$ cat src/rtl/reg_writeback_pkg.sv
// Shared types and widths for the register-file writeback path.
//   REG_IDX_W  : register index width
//   REG_DATA_W : register data width
//   PEND_W     : width of the FIFO occupancy count (covers 0..16)
//   wb_entry   : {index, data} payload carried by both result sources
package reg_writeback_pkg;

  localparam int unsigned REG_IDX_W  = 5;
  localparam int unsigned REG_DATA_W = 16;
  localparam int unsigned PEND_W     = 5;

  typedef struct packed {
    logic [REG_IDX_W-1:0]  index;
    logic [REG_DATA_W-1:0] data;
  } wb_entry;

endpackage

$ cat src/rtl/reg_writeback_if.sv
// Writeback bus bundle: ALU result, load result handshake, register-file write port.
//   master : result producers / register file side (drives alu_*, ld_valid/index/data)
//   slave  : the writeback block (drives alu_stall, ld_ready, w_*, pending)
interface reg_writeback_if;
  import reg_writeback_pkg::*;

  logic                  alu_valid;
  logic [REG_IDX_W-1:0]  alu_index;
  logic [REG_DATA_W-1:0] alu_data;
  logic                  alu_stall;
  logic                  ld_valid;
  logic                  ld_ready;
  logic [REG_IDX_W-1:0]  ld_index;
  logic [REG_DATA_W-1:0] ld_data;
  logic                  w_enable;
  logic [REG_IDX_W-1:0]  w_index;
  logic [REG_DATA_W-1:0] w_data;
  logic [PEND_W-1:0]     pending;

  modport master (
    output alu_valid, alu_index, alu_data, ld_valid, ld_index, ld_data,
    input  alu_stall, ld_ready, w_enable, w_index, w_data, pending
  );

  modport slave (
    input  alu_valid, alu_index, alu_data, ld_valid, ld_index, ld_data,
    output alu_stall, ld_ready, w_enable, w_index, w_data, pending
  );
endinterface

$ cat src/rtl/reg_writeback_wb_fifo.sv
// wb_fifo: load-result FIFO, DEPTH entries (power of two, 2..16).
// Ports: clk, reset_n (sync, active-low), push/din, pop/head,
//        count (registered occupancy), full, empty (both from count).
module wb_fifo
  import reg_writeback_pkg::*;
#(
  parameter int unsigned DEPTH = 4
) (
  input  logic              clk,
  input  logic              reset_n,
  input  logic              push,
  input  wb_entry           din,
  input  logic              pop,
  output wb_entry           head,
  output logic [PEND_W-1:0] count,
  output logic              full,
  output logic              empty
);

  localparam int unsigned PTR_W = $clog2(DEPTH);

  wb_entry            mem_q [DEPTH];
  wb_entry            mem_d [DEPTH];
  logic [PTR_W-1:0]   wr_ptr_q, wr_ptr_d;
  logic [PTR_W-1:0]   rd_ptr_q, rd_ptr_d;
  logic [PEND_W-1:0]  count_q, count_d;

  // Pointer, occupancy and storage update; pointers wrap naturally at DEPTH.
  always_comb begin
    mem_d    = mem_q;
    wr_ptr_d = wr_ptr_q;
    rd_ptr_d = rd_ptr_q;
    count_d  = count_q;
    if (push) begin
      mem_d[wr_ptr_q] = din;
      wr_ptr_d        = wr_ptr_q + PTR_W'(1);
    end
    if (pop) begin
      rd_ptr_d = rd_ptr_q + PTR_W'(1);
    end
    unique case ({push, pop})
      2'b10:   count_d = count_q + PEND_W'(1);
      2'b01:   count_d = count_q - PEND_W'(1);
      default: count_d = count_q;
    endcase
  end

  // Storage carries no reset; clearing pointers and count discards contents.
  always_ff @(posedge clk) begin
    mem_q <= mem_d;
  end

  always_ff @(posedge clk) begin
    if (!reset_n) begin
      wr_ptr_q <= '0;
      rd_ptr_q <= '0;
      count_q  <= '0;
    end else begin
      wr_ptr_q <= wr_ptr_d;
      rd_ptr_q <= rd_ptr_d;
      count_q  <= count_d;
    end
  end

  assign head  = mem_q[rd_ptr_q];
  assign count = count_q;
  assign full  = (count_q == PEND_W'(DEPTH));
  assign empty = (count_q == '0);

endmodule

$ cat src/rtl/reg_writeback.sv
// reg_writeback: merges ALU results and queued load results onto one
// register-file write port, with a starvation guard for loads.
// Ports: clk, reset_n (sync, active-low), bus (reg_writeback_if.slave).
// Build option: define WB_R0_ZERO_EN to suppress writes to register 0.
module reg_writeback
  import reg_writeback_pkg::*;
#(
  parameter int unsigned DEPTH      = 4,
  parameter int unsigned STARVE_MAX = 8
) (
  input  logic            clk,
  input  logic            reset_n,
  reg_writeback_if.slave  bus
);

  localparam int unsigned STARVE_W = $clog2(STARVE_MAX + 1);

  logic                  fifo_full, fifo_empty, fifo_push, fifo_pop;
  logic [PEND_W-1:0]     fifo_count;
  wb_entry               fifo_head, ld_entry, sel_entry;

  logic                  force_c, alu_stall_c, sel_alu, sel_valid, r0_drop;
  logic [STARVE_W-1:0]   starve_cnt_q, starve_cnt_d;
  logic                  w_enable_q, w_enable_d;
  logic [REG_IDX_W-1:0]  w_index_q, w_index_d;
  logic [REG_DATA_W-1:0] w_data_q, w_data_d;

  wb_fifo #(.DEPTH(DEPTH)) u_fifo (
    .clk     (clk),
    .reset_n (reset_n),
    .push    (fifo_push),
    .din     (ld_entry),
    .pop     (fifo_pop),
    .head    (fifo_head),
    .count   (fifo_count),
    .full    (fifo_full),
    .empty   (fifo_empty)
  );

  // Arbitration: ALU first unless loads have been starved for STARVE_MAX cycles.
  // A pushed load only becomes visible through the registered count, so it
  // cannot be selected in its own push cycle.
  always_comb begin
    ld_entry.index = bus.ld_index;
    ld_entry.data  = bus.ld_data;
    force_c        = (starve_cnt_q == STARVE_W'(STARVE_MAX));
    fifo_push      = bus.ld_valid && !fifo_full;
    sel_alu        = bus.alu_valid && !force_c;
    fifo_pop       = !sel_alu && !fifo_empty;
    sel_valid      = sel_alu || fifo_pop;
    alu_stall_c    = bus.alu_valid && force_c;
    sel_entry      = fifo_head;
    if (sel_alu) begin
      sel_entry.index = bus.alu_index;
      sel_entry.data  = bus.alu_data;
    end
  end

  // Starvation counter: counts ALU wins that left a waiting load behind.
  always_comb begin
    starve_cnt_d = starve_cnt_q;
    if (fifo_empty || fifo_pop) begin
      starve_cnt_d = '0;
    end else if (sel_alu && !force_c) begin
      starve_cnt_d = starve_cnt_q + STARVE_W'(1);
    end
  end

  // Write-port next state; an r0 entry is consumed but never strobed when enabled.
  always_comb begin
`ifdef WB_R0_ZERO_EN
    r0_drop = (sel_entry.index == '0);
`else
    r0_drop = 1'b0;
`endif
    w_enable_d = sel_valid && !r0_drop;
    w_index_d  = w_index_q;
    w_data_d   = w_data_q;
    if (sel_valid) begin
      w_index_d = sel_entry.index;
      w_data_d  = sel_entry.data;
    end
  end

  always_ff @(posedge clk) begin
    if (!reset_n) begin
      starve_cnt_q <= '0;
      w_enable_q   <= 1'b0;
      w_index_q    <= '0;
      w_data_q     <= '0;
    end else begin
      starve_cnt_q <= starve_cnt_d;
      w_enable_q   <= w_enable_d;
      w_index_q    <= w_index_d;
      w_data_q     <= w_data_d;
    end
  end

  assign bus.alu_stall = alu_stall_c;
  assign bus.ld_ready  = !fifo_full;
  assign bus.w_enable  = w_enable_q;
  assign bus.w_index   = w_index_q;
  assign bus.w_data    = w_data_q;
  assign bus.pending   = fifo_count;

endmodule
$ cat src/flat_wrapper.sv
// flat-port wrapper written by rule: the top's interface ports become plain ports
module reg_writeback_flat import reg_writeback_pkg::*;
#(
  parameter int unsigned DEPTH      = 4,
  parameter int unsigned STARVE_MAX = 8
)
  (clk, reset_n, bus_alu_valid, bus_alu_index, bus_alu_data, bus_ld_valid, bus_ld_index, bus_ld_data, bus_alu_stall, bus_ld_ready, bus_w_enable, bus_w_index, bus_w_data, bus_pending);
  reg_writeback_if bus_i ();
  input  logic clk;
  input  logic reset_n;
  input wire logic [$bits(bus_i.alu_valid)-1:0] bus_alu_valid;
  input wire logic [$bits(bus_i.alu_index)-1:0] bus_alu_index;
  input wire logic [$bits(bus_i.alu_data)-1:0] bus_alu_data;
  input wire logic [$bits(bus_i.ld_valid)-1:0] bus_ld_valid;
  input wire logic [$bits(bus_i.ld_index)-1:0] bus_ld_index;
  input wire logic [$bits(bus_i.ld_data)-1:0] bus_ld_data;
  output wire logic [$bits(bus_i.alu_stall)-1:0] bus_alu_stall;
  output wire logic [$bits(bus_i.ld_ready)-1:0] bus_ld_ready;
  output wire logic [$bits(bus_i.w_enable)-1:0] bus_w_enable;
  output wire logic [$bits(bus_i.w_index)-1:0] bus_w_index;
  output wire logic [$bits(bus_i.w_data)-1:0] bus_w_data;
  output wire logic [$bits(bus_i.pending)-1:0] bus_pending;
  assign bus_i.alu_valid = bus_alu_valid;
  assign bus_i.alu_index = bus_alu_index;
  assign bus_i.alu_data = bus_alu_data;
  assign bus_i.ld_valid = bus_ld_valid;
  assign bus_i.ld_index = bus_ld_index;
  assign bus_i.ld_data = bus_ld_data;
  assign bus_alu_stall = bus_i.alu_stall;
  assign bus_ld_ready = bus_i.ld_ready;
  assign bus_w_enable = bus_i.w_enable;
  assign bus_w_index = bus_i.w_index;
  assign bus_w_data = bus_i.w_data;
  assign bus_pending = bus_i.pending;
  reg_writeback #(.DEPTH(DEPTH), .STARVE_MAX(STARVE_MAX)) u_core (.clk(clk), .reset_n(reset_n), .bus(bus_i));
endmodule
$ cat config.mk
export PLATFORM = sky130hd
export DESIGN_NAME = reg_writeback_flat
export DESIGN_NICKNAME = d
export VERILOG_FILES = /design/src/rtl/reg_writeback_pkg.sv /design/src/rtl/reg_writeback_if.sv /design/src/rtl/reg_writeback_wb_fifo.sv /design/src/rtl/reg_writeback.sv /design/src/flat_wrapper.sv
export SDC_FILE = /design/constraint.sdc
export NUM_CORES = 1
export LEC_CHECK = 0
export CORE_ASPECT_RATIO = 1.25
export CORE_MARGIN = 8
export CORE_UTILIZATION = 37
export CTS_CLUSTER_SIZE = 30
export DETAILED_ROUTE_END_ITERATION = 8
export GPL_TIMING_DRIVEN = 0
export PLACE_DENSITY = 0.6
export REMOVE_ABC_BUFFERS = 1
export SETUP_SLACK_MARGIN = 0.4
export SLEW_MARGIN = 20
export SYNTH_ARGS = -nofsm -noshare
export SYNTH_HDL_FRONTEND = slang
export SYNTH_SLANG_ARGS = --single-unit
$ cat constraint.sdc
create_clock -name clk -period 3.25 [get_ports clk]
set_clock_uncertainty 0.1 [all_clocks]
set_input_delay 0.325 -clock clk [delete_from_list [all_inputs] [get_ports clk]]
set_output_delay 0.325 -clock clk [all_outputs]
set_load 0.02 [all_outputs]
# Word level (Yosys, flattened, before mapping)

Index checks and enable logic that the tools add are counted.

Add/sub/neg operators: 5
Order comparisons: 3
Eq/ne operators: 4
Multiplexer cells: 8
Bitwise operators: 3
Reduce and logical (&&, ||, !) cells: 15

Operator list:

| operator            | number |
|---|---|
| $bwmux 84           | 1 |
| $mux 21             | 4 |
| $bmux 21 s2         | 1 |
| $demux 21 s2        | 1 |
| $pmux 5 s2          | 1 |
| $ge 3x3->1 const B  | 2 |
| $logic_and 1x1->1   | 6 |
| $not 2->3           | 2 |
| $add 5x1->5 const B | 1 |
| $eq 5x3->1 const B  | 1 |
| $logic_not 5->1     | 1 |
| $sub 5x1->5 const B | 1 |
| $add 2x1->2 const B | 2 |
| $add 4x1->4 const B | 1 |
| $eq 4x4->1 const B  | 1 |
| $logic_not 1->1     | 4 |
| $lt 3x1->1 const B  | 1 |
| $eq 2x1->1 const B  | 1 |
| $eq 2x2->1 const B  | 1 |
| $logic_or 1x1->1    | 2 |
| $reduce_bool 2->1   | 1 |
| $reduce_or 2->1     | 1 |
| $not 1->1           | 1 |

Register bits: 119

# Logic depth before layout (Yosys ltp)

Gate-level depths: netlist of run 1.

Depth in word-level cells: 7
Mapped depth: 12
Gate-level depth less buffers: 11

# Hierarchy

A second synthesis of run 1 with hierarchy kept.

Cell total of the unflattened synthesis: 328
Area, all modules: 4,962.3 um2

Modules (own cells, without submodules):

| module        | instances | cells an instance | area an instance (um2) | seq. area each (um2) |
|---|---|---|---|---|
| wb_fifo       | 1         | 187               | 3,682.3                | 2,702.6 |
| reg_writeback | 1         | 141               | 1,280.0                | 520.5 |

# Worst setup path after synthesis of run 1

OpenSTA, ideal clock, no wires.

Kind: register to register
Start: reg u_core.u_fifo.count_q[1], in the netlist u_core.u_fifo.count[1]
End: reg u_core.u_fifo.count_q[4], in the netlist u_core.u_fifo.count[4]
Data arrival time: 2.530 ns
Required time: 3.078 ns
Slack: 0.548 ns
Stages on the path, launching flop included: 13
Period minus slack after synthesis: 2.702 ns
Cells stage by stage: dfxtp_1 -> buf_6 -> nor4_4 -> a21boi_1 -> inv_1 -> ha_1 -> buf_2 -> xor2_1 -> ha_1 -> o21ai_0 -> a21oi_1 -> o32ai_1 -> mux2i_1

Cells in the longest elaborated chain, start to end: 5

RTL lines:

| what                                                   | line                                                     | source |
|---|---|---|
| start: declaration                                     | reg_writeback_wb_fifo.sv:26                              | `logic [PEND_W-1:0] count_q, count_d;` |
| start signal: assignment                               | reg_writeback_wb_fifo.sv:61                              | `count_q <= count_d;` |
| $eq 5x3->1 / $logic_not 5->1 (equally long branches)   | reg_writeback_wb_fifo.sv:67, reg_writeback_wb_fifo.sv:68 |  |
| $logic_not 1->1 (on tied branches)                     | reg_writeback.sv:47, reg_writeback.sv:49                 |  |
| $logic_and 1x1->1 (on tied branches)                   | reg_writeback.sv:47, reg_writeback.sv:49                 |  |
| $eq 2x1->1 / $eq 2x2->1 (equally long branches)        | reg_writeback_wb_fifo.sv:41                              | `unique case ({push, pop})` |
| $pmux 5 s2 / $reduce_bool 2->1 (equally long branches) | -                                                        |  |

Parallel ways exist; a longest one is shown, timed or not.
A chain may end at the register's enable or synchronous reset.

# Worst setup path after layout of run 1

Start: reg u_core.u_fifo.count_q[4], in the netlist u_core.u_fifo.count[4]
End: reg u_core.u_fifo.count_q[4], in the netlist u_core.u_fifo.count[4]

The elaborated chain is that of the path after synthesis.

==> results of run 1 <==
[report_power, final]
group	switching [mW]	internal, mW
Sequential	0.175	1.90
Clock	0.595	0.993
Combinational	1.02	0.727
[routing by layer]
layer / up-vias / GRT usage
met5: - / 0
met4: 0 / 0.0480
met3: 9 / 0.0459
met2: 73 / 0.224
met1: 1442 / 0.147
li1: 1392 / -
[state kept, by name, indices dropped and copies added (netlist names)]
register / count
u_core.u_fifo.rd_ptr_q: 2
u_core.u_fifo.count: 5
u_core.u_fifo.mem_q: 84
u_core.bus.w_enable: 1
u_core.u_fifo.wr_ptr_q: 2
u_core.bus.w_index: 5
u_core.starve_cnt_q: 4
u_core.bus.w_data: 16
[layout make-up]
type,count,area share
clock buffers,24,0.0763
flip-flops and latches,119,0.522
multi-input cells,179,0.232
well taps,168,0.0340
repair buffers,76,0.123
inverters,12,0.00728
clock inverters,7,0.00506
[what timing repair did]
| item | CTS | global route |
|---|---|---|
| endpoints found under the setup margin | 2 | 2 |
| resized for setup | 1 | 5 |
| setup buffers | 1 | 0 |
| hold buffers | 0 | 0 |
| pin swaps | 1 | 0 |
[cell families after synthesis]
| logic type | after synthesis |
|---|---|
| DFF | 119 |
| muxes | 25 |
| xor gates and xnor gates | 8 |
| AOI/OAI and AO/OA | 57 |
| and+or+nand+nor | 79 |
| adders and majority gates | 10 |
| buffers and inverters | 32 |
[worst max-delay path by stage]
stage / startpoint / to / cells after the start / slack [ns]
floorplan: u_core.u_fifo.count[1] / u_core.u_fifo.count[4] / 10 / 0.55
global placement: bus_ld_valid / u_core.u_fifo.count[4] / 10 / 0.14
detailed placement: bus_ld_valid / u_core.u_fifo.count[4] / 10 / 0.11
CTS: u_core.u_fifo.count[1] / u_core.u_fifo.count[4] / 10 / 0.41
global route: u_core.u_fifo.count[4] / u_core.u_fifo.count[4] / 10 / 0.41
finish: u_core.u_fifo.count[4] / u_core.u_fifo.count[4] / 10 / 0.60
[stage by stage]
step	util	std cells	cell area [sq um]	hold slack [ns]	power [mW]
after global placement	0.442	552	5630	0.344	3.80
after global routing	0.486	585	6180	0.386	5.73
after CTS	0.485	585	6170	0.373	5.46
final	0.486	585	6180	0.359	5.40
after floorplan	-	310	4680	0.324	3.11
after detailed placement	0.445	553	5660	0.361	3.84
[Yosys cell counts (all sizes together)]
| master | number |
|---|---|
| nor2b | 2 |
| nor4bb | 1 |
| nand3 | 4 |
| nor4 | 1 |
| a22oi | 1 |
| a31o | 1 |
| nand2b | 1 |
| nand3b | 1 |
| nand2 | 46 |
| nor3 | 1 |
| buf | 10 |
| mux2i | 4 |
| mux4 | 21 |
| or3 | 3 |
| and2 | 5 |
| inv | 12 |
| o31ai | 1 |
| a221oi | 1 |
| clkbuf | 10 |
| a21oi | 6 |
| ha | 10 |
| dfxtp | 35 |
| xor2 | 3 |
| o21ai | 23 |
| a31oi | 22 |
| o32ai | 1 |
| nand4 | 2 |
| nor2 | 11 |
| and3 | 1 |
| xnor2 | 5 |
| a21boi | 1 |
| edfxtp | 84 |
[worst register-to-register path: cells and delay by family (launching register included)]
family	cells	cell delay, ns
compound gates	4	0.76
xor+xnor	1	0.09
fa+ha+maj	2	0.51
buf+inv	1	0.11
flops	1	0.34
mux	1	0.23
simple gates	1	0.44
==> results.sh, run 1 <==
export IMPL_grt_max_degree=45
export IMPL_multiInputGateArea_sq_um=1430
export IMPL_cts_sinks=119
export IMPL_cp_slowest_stage_delay_ns=0.44
export IMPL_tightest_slew_ns=0.967
export IMPL_peakVddDrop_mv=0.413
export IMPL_cts_max_path_buffers=2
export IMPL_port_buffers=74
export IMPL_clock_latency_ns=0.40
export IMPL_yosys_area_share_xor_xnor=0.0146
export IMPL_synthDominantCellAreaShare=0.524
export IMPL_cp_slowest_cell="nor4_4"
export IMPL_muxShareOfSynthArea=0.107
export IMPL_ff2ff_setup_slack_ns=0.60
export IMPL_antenna_found_initial=0
export IMPL_pre_cts_slack_ns=0.110
export IMPL_die_height_microns=144
export IMPL_synthSimpleGateAreaFrac=0.0764
export IMPL_cp_cell_sequence="nor4_4, a21boi_4, inv_1, ha_2, xor2_1, ha_1, o21ai_0, a21oi_1, o32ai_1, mux2i_1"
export IMPL_rr_endpoint="u_core.u_fifo.count[4]"
export IMPL_core_area_sq_um=12700
export IMPL_worst_ep_required_time_ns=3.48
export IMPL_vias_per_cell=4.98
export IMPL_critPathKind="reg2reg"
export IMPL_rsz0062_at_grt="false"
export IMPL_max_cap_viol_count=0
export IMPL_num_vias=2916
export IMPL_synth_compound_area_frac=0.0689
export IMPL_postRouteAntennaNets=0
export IMPL_routedWlPerCell_microns=18.0
export IMPL_globalplace_congestion=0.747
export IMPL_gr_usage_all_layers=0.130
export IMPL_yosysWarnings=0
export IMPL_hold_end="u_core.bus.w_data[3]"
export IMPL_post_route_drc_count=0
export IMPL_path_buf_inv=1
export IMPL_maxUsedRoutingLayer="met4"
export IMPL_cp_start_kind="register"
export IMPL_min_period_ns=2.65
export IMPL_powerDensity_nw_per_um2=874
export IMPL_slew_headroom=0.354
export IMPL_die_w_microns=118
export IMPL_clk_pin_slew_ns=0.05
export IMPL_grt_overflow=0
export IMPL_most_common_layout_cells="edfxtp_1 (84), clkdlybuf4s50_1 (73), nand2_1 (45), dfxtp_1 (31), o21ai_0 (23)"
export IMPL_synth_fa_ha_area_frac=0.0260
export IMPL_netlist_instances=330
export IMPL_syn_area_sq_um=4810
export IMPL_wirelength_microns=10500
export IMPL_ys_seq_area_frac=0.670
export IMPL_cts_buffers=17
export IMPL_yosysTopAreaCell="edfxtp_1"
export IMPL_syn_area_per_cell_sq_um=14.6
export IMPL_dr_wl_met2_microns=5380
export IMPL_critPathMaxFanout=8
export IMPL_wl_met1_microns=4560
export IMPL_syn_to_final_growth_pct=28.5
export IMPL_holdPathStages=3
export IMPL_finalHoldViolCount=0
export IMPL_dieArea_sq_um=16900
export IMPL_grt_pass1_vias=3142
export IMPL_fin_crit_sh=0.816
export IMPL_seqCellArea_sq_um=3230
export IMPL_final_layout_size_suffix_gt1_frac=0.149
export IMPL_p_leak_nw=2.11
export IMPL_cp_top_family="compound AO/OA/AOI/OAI gates"
export IMPL_fin_ws_ns=0.597
export IMPL_outcome="finished clean"
export IMPL_ys_types=39
export IMPL_reg2reg_from="u_core.u_fifo.count[4]"
export IMPL_synth_top_family_by_area="multiplexers"
export IMPL_setup_viol=0
export IMPL_final_common_cell="edfxtp_1"
export IMPL_initial_core_util=0.378
export IMPL_cts_max_level=4
export IMPL_diodes=0
export IMPL_met3_length_microns=485
export IMPL_tns_ns=0
export IMPL_drt_pass1_iter_count=4
export IMPL_grt_pass1_wl_microns=16700
export IMPL_min_delay_start="reset_n"
export IMPL_cts_tree="built"
export IMPL_dp_hpwl_microns=6450
export IMPL_clockRootBuffer="clkbuf_16"
export IMPL_fillers=1115
export IMPL_crit_path_end_kind="register"
export IMPL_ff2ff_path_depth=10
export IMPL_crit_arrival_ns=2.88
export IMPL_hold_path_class="in2reg"
export IMPL_fmax_ghz=0.377
export IMPL_drv_slew=0
export IMPL_ys_top_cells_by_area="edfxtp_1 (52%), dfxtp_1 (15%), mux4_2 (9.8%), nand2_1 (3.6%), a31oi_1 (2.9%)"
export IMPL_nNetsFinal=461
export IMPL_rows=46
export IMPL_num_io_pins=75
export IMPL_drt_iter0_drc=104
export IMPL_synth_seq_cells=119
No activity file was read; power rests on OpenSTA's default activity.
==> run 2, diff against run 1 <==
Clock period 3.25 ns to 2.75 ns, I/O delays scaled along.
==> run 2 against run 1 <==
Register-to-register slack worse by 0.13 ns. Non-clock buffer count is 7 higher. Global-route usage is 0.11 points higher. Wire length is 1.1% higher. Critical path depth stayed put. Via count is 1.2% higher. Cell count is 1.2% higher. Worst hold slack worse by 0.056 ns. Clock-buffer cell count stayed put. Critical path type unchanged. Die area stayed put.
==> results.sh, run 2 (synthesis results as in run 1) <==
export IMPL_grt_pass1_wl_microns=16900
export IMPL_grt_max_degree=45
export IMPL_crit_arrival_ns=2.51
export IMPL_gr_usage_all_layers=0.131
export IMPL_postCtsHoldBufs=0
export IMPL_grt_overflow=0
export IMPL_largest_register_ffs=84
export IMPL_cp_start_kind="register"
export IMPL_crit_path_end_kind="register"
export IMPL_ff2ff_setup_slack_ns=0.47
export IMPL_globalplace_congestion=0.747
export IMPL_drt_pass1_iter_count=4
export IMPL_drv_slew=0
export IMPL_postPlaceCellArea_sq_um=5660
export IMPL_rsz0062_at_grt="true"
export IMPL_die_w_microns=118
export IMPL_clock_latency_ns=0.40
export IMPL_rows=46
export IMPL_clockRootBuffer="clkbuf_16"
export IMPL_final_area_sq_um=6280
export IMPL_grt_pass1_vias=3173
export IMPL_critPathKind="reg2reg"
export IMPL_final_layout_size_suffix_gt1_frac=0.186
export IMPL_cts_tree="built"
export IMPL_min_delay_start="reset_n"
export IMPL_whs_ns=0.302
export IMPL_tightest_slew_ns=0.955
export IMPL_antenna_found_initial=0
export IMPL_finalPower_mw=6.52
export IMPL_drt_iter0_drc=94
export IMPL_fmax_ghz=0.438
export IMPL_peakVddDrop_mv=0.500
export IMPL_ff2ff_path_depth=10
export IMPL_holdPathStages=3
export IMPL_hold_path_class="in2reg"
export IMPL_fin_crit_sh=0.831
export IMPL_dp_hpwl_microns=6450
export IMPL_syn_to_final_growth_pct=30.5
export IMPL_cp_startpoint="u_core.u_fifo.count[4]"
export IMPL_post_route_drc_count=0
export IMPL_multiInputGateArea_sq_um=1470
export IMPL_setup_viol=0
export IMPL_diodes=0
export IMPL_cts_sinks=119
export IMPL_routedWlPerCell_microns=18.0
export IMPL_nNetsFinal=468
export IMPL_cts_max_path_buffers=2
export IMPL_cts_buffers=17
export IMPL_postRouteAntennaNets=0
export IMPL_seqCellArea_sq_um=3240
export IMPL_final_cells=592
export IMPL_p_leak_nw=2.16
export IMPL_final_common_cell="edfxtp_1"
export IMPL_slew_headroom=0.362
export IMPL_clk_pin_slew_ns=0.05
export IMPL_rr_endpoint="u_core.u_fifo.count[2]"
export IMPL_fillers=1102
export IMPL_max_cap_viol_count=0
export IMPL_die_height_microns=144
export IMPL_core_area_sq_um=12700
export IMPL_outcome="finished clean"
export IMPL_top_register="u_core.u_fifo.mem_q"
export IMPL_initial_core_util=0.378
export IMPL_num_vias=2950
export IMPL_cts_max_level=4
export IMPL_num_io_pins=75
export IMPL_wirelength_microns=10700
export IMPL_critPathMaxFanout=4
export IMPL_port_buffers=74
export IMPL_powerDensity_nw_per_um2=1040
export IMPL_reg2reg_from="u_core.u_fifo.count[4]"
export IMPL_place_inst=553
export IMPL_worst_ep_required_time_ns=2.98
export IMPL_finalHoldViolCount=0
export IMPL_min_period_ns=2.28
export IMPL_most_common_layout_cells="edfxtp_1 (84), clkdlybuf4s50_1 (71), nand2_1 (45), dfxtp_1 (27)"
export IMPL_vias_per_cell=4.98
export IMPL_dieArea_sq_um=16900
export IMPL_hold_end="u_core.u_fifo.count[4]"
run 2: layout make-up:
type | instances | share of cell area
Timing Repair Buffer | 83 | 0.131
Multi-Input combinational cell | 179 | 0.233
Tap cell | 168 | 0.0335
Clock buffer | 24 | 0.0751
Clock inverter | 7 | 0.00498
Inverter | 12 | 0.00717
Sequential cell | 119 | 0.515
run 2: repair_timing:
item	4_1_cts	5_1_grt
endpoints found under the hold margin	0	0
cloned	0	0
resized for setup	11	10
buffers inserted	7	1
pin swaps	5	1
setup endpoints to repair	46	10
run 2: worst max-delay path by stage:
| stage | end | slack, ns | depth (start not counted) |
|---|---|---|---|
| after floorplan | u_core.u_fifo.count[4] | 0.05 | 10 |
| after global placement | u_core.u_fifo.count[4] | -0.31 | 10 |
| after detailed placement | u_core.u_fifo.count[4] | -0.34 | 10 |
| after CTS | u_core.u_fifo.count[2] | 0.42 | 11 |
| after global routing | u_core.u_fifo.count[2] | 0.31 | 9 |
| final | u_core.u_fifo.count[2] | 0.47 | 10 |
run 2: layer usage:
metal	GRT usage	vias to the layer above	wire length (microns)
li1	-	1406	-
met1	0.148	1442	4460
met2	0.227	93	5430
met3	0.0455	9	677
met4	0.0486	0	90
met5	0	-	0
run 2: metrics by stage:
stage / util / setup slack [ns] / TNS [ns]
6_report: 0.494 / 0.466 / 0
5_1_grt: 0.494 / 0.313 / 0
4_1_cts: 0.492 / 0.421 / 0
3_5_place_dp: 0.445 / -0.340 / -0.566
3_3_place_gp: 0.442 / -0.310 / -4.40
2_1_floorplan: - / 0.0456 / 0
run 2: worst max-delay path, cell delays in order, from the launching register on:
cell and delay (ns):
dfxtp_2 0.34, nor4_4 0.26, buf_4 0.18, a22oi_2 0.12, ha_4 0.20, xor2_2 0.14, ha_2 0.19, a21oi_1 0.15
xnor2_1 0.09, or3_1 0.31, a21oi_1 0.14
run 2: power by group:
group          leakage (nW)  total [mW]  internal [mW]  switching, mW
Combinational         0.849        2.20          0.946           1.25
Sequential             1.06        2.45           2.25          0.199
Clock                 0.250        1.88           1.17          0.704
